===== config.mk =====
export PLATFORM = sky130hd
export DESIGN_NAME = sequential_multiplier
export DESIGN_NICKNAME = d
export VERILOG_FILES = /design/src/rtl/sequential_multiplier.sv
export SDC_FILE = /design/constraint.sdc
export NUM_CORES = 1
export LEC_CHECK = 0
export CORE_AREA = 2 2 153 155
export CTS_CLUSTER_SIZE = 14
export DETAILED_ROUTE_END_ITERATION = 16
export DIE_AREA = 0 0 155 157
export RECOVER_POWER = 50
export SYNTH_ARGS = -nofsm -noshare
export SYNTH_HDL_FRONTEND = slang
export SYNTH_SLANG_ARGS = --single-unit

===== constraint.sdc =====
create_clock -name clk -period 5.2 [get_ports clk]
set_input_delay 1.04 -clock clk [delete_from_list [all_inputs] [get_ports clk]]
set_output_delay 1.04 -clock clk [all_outputs]
set_load 0.01 [all_outputs]

===== src/rtl/sequential_multiplier.sv =====
// Iterative shift-add multiplier: one multiplier bit per clock, signed or unsigned by parameter.
// Result and one-cycle done strobe appear WORD_LENGTH+1 cycles after the accepted start.
module sequential_multiplier #(
    parameter int unsigned WORD_LENGTH = 16,
    parameter bit          SIGNED      = 1'b1
) (
    input  logic                       clk,
    input  logic                       reset,
    input  logic                       start,
    input  logic [WORD_LENGTH-1:0]     multiplicand,
    input  logic [WORD_LENGTH-1:0]     multiplier,
    output logic [2*WORD_LENGTH-1:0]   product,
    output logic                       ready,
    output logic                       done
);

    localparam int unsigned W  = WORD_LENGTH;
    localparam int unsigned CW = $clog2(WORD_LENGTH + 1);

    typedef enum logic [1:0] {
        IDLE,
        RUN,
        FINISH
    } state_t;

    state_t          state_q, state_d;
    logic [W-1:0]    mag_a_q, mag_a_d;
    logic [W-1:0]    mag_b_q, mag_b_d;
    logic [2*W-1:0]  acc_q, acc_d;
    logic [CW-1:0]   cnt_q, cnt_d;
    logic            neg_q, neg_d;
    logic [2*W-1:0]  product_q, product_d;
    logic            done_q, done_d;

    logic            a_neg, b_neg;
    logic [2*W-1:0]  addend;

    assign a_neg  = SIGNED && multiplicand[W-1];
    assign b_neg  = SIGNED && multiplier[W-1];
    assign addend = {{W{1'b0}}, mag_a_q} << cnt_q;

    always_ff @(posedge clk) begin
        if (reset) begin
            state_q   <= IDLE;
            mag_a_q   <= '0;
            mag_b_q   <= '0;
            acc_q     <= '0;
            cnt_q     <= '0;
            neg_q     <= 1'b0;
            product_q <= '0;
            done_q    <= 1'b0;
        end else begin
            state_q   <= state_d;
            mag_a_q   <= mag_a_d;
            mag_b_q   <= mag_b_d;
            acc_q     <= acc_d;
            cnt_q     <= cnt_d;
            neg_q     <= neg_d;
            product_q <= product_d;
            done_q    <= done_d;
        end
    end

    always_comb begin
        state_d   = state_q;
        mag_a_d   = mag_a_q;
        mag_b_d   = mag_b_q;
        acc_d     = acc_q;
        cnt_d     = cnt_q;
        neg_d     = neg_q;
        product_d = product_q;
        done_d    = 1'b0;

        unique case (state_q)
            IDLE: begin
                if (start) begin
                    // Magnitude of -2^(W-1) wraps to 2^(W-1), still exact as unsigned.
                    mag_a_d = a_neg ? -multiplicand : multiplicand;
                    mag_b_d = b_neg ? -multiplier   : multiplier;
                    neg_d   = a_neg ^ b_neg;
                    acc_d   = '0;
                    cnt_d   = '0;
                    state_d = RUN;
                end
            end
            RUN: begin
                if (mag_b_q[0]) begin
                    acc_d = acc_q + addend;
                end
                mag_b_d = mag_b_q >> 1;
                cnt_d   = cnt_q + 1'b1;
                if (cnt_q == CW'(W - 1)) begin
                    state_d = FINISH;
                end
            end
            FINISH: begin
                product_d = neg_q ? -acc_q : acc_q;
                done_d    = 1'b1;
                state_d   = IDLE;
            end
            default: state_d = IDLE;
        endcase
    end

    assign product = product_q;
    assign done    = done_q;
    assign ready   = (state_q == IDLE);

endmodule


==> out/metrics.cfg <==
[placed_design]
place_congestion = 0.922
dpl.hpwl_um = 14500
port_buffers = 68
pre_cts_ws_ns = 0.675
place_area_sq_um = 8340

[route]
ant_nets = 0
routed_wl_um = 19300
via_per_inst = 5.41
wl_per_cell_um = 15.1
drt-pass1-iter-count = 5
vias = 6916
dr.first_iter.drc_count = 453
drc = 0

[synth]
yosysMostFrequentCell = nor2_1
synth_top_cells_by_count = 133 x nor2_1, 105 x dfxtp_1, 104 x nand2_1
synth-edff-count = 0
ys.flop_type = dfxtp_1
seq_area_frac_synth = 0.284
yosysTopAreaCell = dfxtp_1
async_flop_share = 0
synth_area_leaders = dfxtp_1 28%, nor2_1 6.7%, ha_1 6.1%
synth_top_area_share = 0.284
netlist_instances = 952
ys_ff_latch = 105
yosys_warnings = 0
synth_cell_type_count = 64
synth_nets = 1024
syn-cell-area_sq_um = 7400
syn_area_per_cell_sq_um = 7.78

[cells_and_area]
syn2layout_area_growth_pct = 16.7
fin_area_sq_um = 8640
final_nets = 1063
fin_util = 0.384
nFillCells = 2384
antenna_cells = 0
drive_gt1_frac = 0.0513

[worst_setup_path]
cpPeakStageDelay_ns = 1.01
critPathMaxFanout = 28
critPathKind = reg -> reg
slowest_stage = dfxtp_1
cp-end-kind = register
required_ns = 5.49
crit_arrival_ns = 4.87
cp_num_buf_inv = 0
path_cells = mux2_2 > nor2_1 > a21oi_1 > mux2i_1 > nor2_1 > ha_1 > nand2_1 > o21ai_0 > o21ai_0 > o211a_1 > o31ai_2 > a2111oi_0 > or4_1 > nand3_1
crit_path_start_kind = register
path_delay_family = compound AO/OA/AOI/OAI gates

[timing]
timing.final.ws_setup_ns = 0.624
fin_worst_skew_ns = 0.00884
final.min_clock_period_ns = 4.58
whs_ns = 0.471
fmax_mhz = 219
worstMarginPinSlew_ns = 2.80
fin_crit_sh = 0.880
rsz0062_at_grt = false
finalSetupViolCount = 0
hold_viol = 0
slew_headroom = -0.869
maxSlewViolCount = 107
tns_ns = 0

[die]
die_w_um = 155
rows = 55
coreArea_sq_um = 22500
die_h_um = 157
start_util = 0.329
dieArea_sq_um = 24300
io_pins = 69

[clocking]
clock_latency_ns = 0.35
cts_tree = yes
cts_buffers = 9
clock_path_buffers = 2
hold_buffers = 0
clk_pin_slew_ns = 0.07
clock-root-buffer = clkbuf_16
htree_levels = 3
clock-sinks = 105
post_cts_buffers = 0
post_cts_resized = 0

[status]
outcome = finished with violations
violations = max-capacitance violations, max-slew violations

[pwr]
peakVddDrop_v = 0.000155
p_per_area_nw_per_um2 = 219
leakage_nw = 3.39

[global_routing]
first_global_vias = 6296
antenna_found_initial = 0
grt_usage = 0.160
grt_pass1_wl_um = 31700
grt_max_degree = 61
grt_overflow = 0

[hold_path]
min_path_type = reg -> reg

[flow_run]
maxCapViolCount = 2

-- cells by family (layout without fill, tap and decap cells) --
group | after synthesis | after routing | share of synthesized area
AO/OA/AOI/OAI | 281 | 281 | 0.254
XOR/XNOR | 75 | 75 | 0.0887
adder cells (fa/ha/maj) | 37 | 37 | 0.0635
buffers and inverters | 73 | 115 | 0.0370
flip-flops | 105 | 105 | 0.284
multiplexers | 37 | 37 | 0.0627
AND/OR/NAND/NOR | 344 | 344 | 0.210
-- power breakdown --
group	internal [W]	leakage, nW	switching (W)
combinational	0.000132	2.39	0.000185
clock	0.000418	0.148	0.000300
sequential	0.000827	0.852	0.0000253
total	0.00138	3.39	0.000510
-- flip-flops by register name, indices dropped and copies added (netlist names) --
name,count
acc_q,32
neg_q,1
cnt_q,5
mag_a_q,16
done,1
product,32
mag_b_q,16
state_q,2
-- metal layers --
metal / vias up / track usage / share of wire
met5: - / 0 / 0
met4: 0 / 0.0441 / 0.014
met3: 18 / 0.0286 / 0.051
met2: 190 / 0.251 / 0.43
met1: 3170 / 0.225 / 0.51
li1: 3538 / - / -
-- worst paths after layout --
check / from / endpoint / slack, ns / cells after the start
setup reg to reg: cnt_q[1]$_SDFFE_PP0P_ / acc_q[24]$_SDFFE_PP0P_ / 0.62 / 14
hold / removal: product[0]$_SDFFE_PP0P_ / product[0]$_SDFFE_PP0P_ / 0.47 / 2
setup / recovery: cnt_q[1]$_SDFFE_PP0P_ / acc_q[24]$_SDFFE_PP0P_ / 0.62 / 14
hold reg to reg: product[0]$_SDFFE_PP0P_ / product[0]$_SDFFE_PP0P_ / 0.47 / 2
-- layout by cell type, fill, tap and decap left out, types with 12 or more instances in the layout --
master and n:
mux2i_1 25, nand3_1 20, xnor2_1 29, or3_1 12
a211oi_1 47, o21ai_0 57, nor2_1 133, a21oi_1 63
nor3_1 16, clkdlybuf4s50_1 33, o31ai_1 17, xor2_1 46
dfxtp_1 105, ha_1 36, a22oi_1 20, o21a_1 13
inv_1 19, nand2_1 104, dlygate4sd3_1 34
-- metrics by stage --
step / total power (W) / std cells
after floorplan: 0.00109 / 952
after global placement: 0.00118 / 1265
after detailed placement: 0.00119 / 1265
after CTS: 0.00191 / 1279
after global routing: 0.00198 / 1279
final: 0.00189 / 1279
-- cell type report --
cell class,count,area [sq um],area share
repair buffers,80,758,0.0878
clock inverters,5,81.3,0.00942
multi-input cells,774,5030,0.583
inverters,21,78.8,0.00913
clock buffers,9,225,0.0261
flip-flops and latches,105,2100,0.243
well taps,285,357,0.0413
-- worst min-delay path, cell delays in order, from the launching register on --
cell and delay [ns]:
dfxtp_1 0.32, nand2_1 0.05, a21oi_1 0.05
Power figures use the tool's default switching activity.
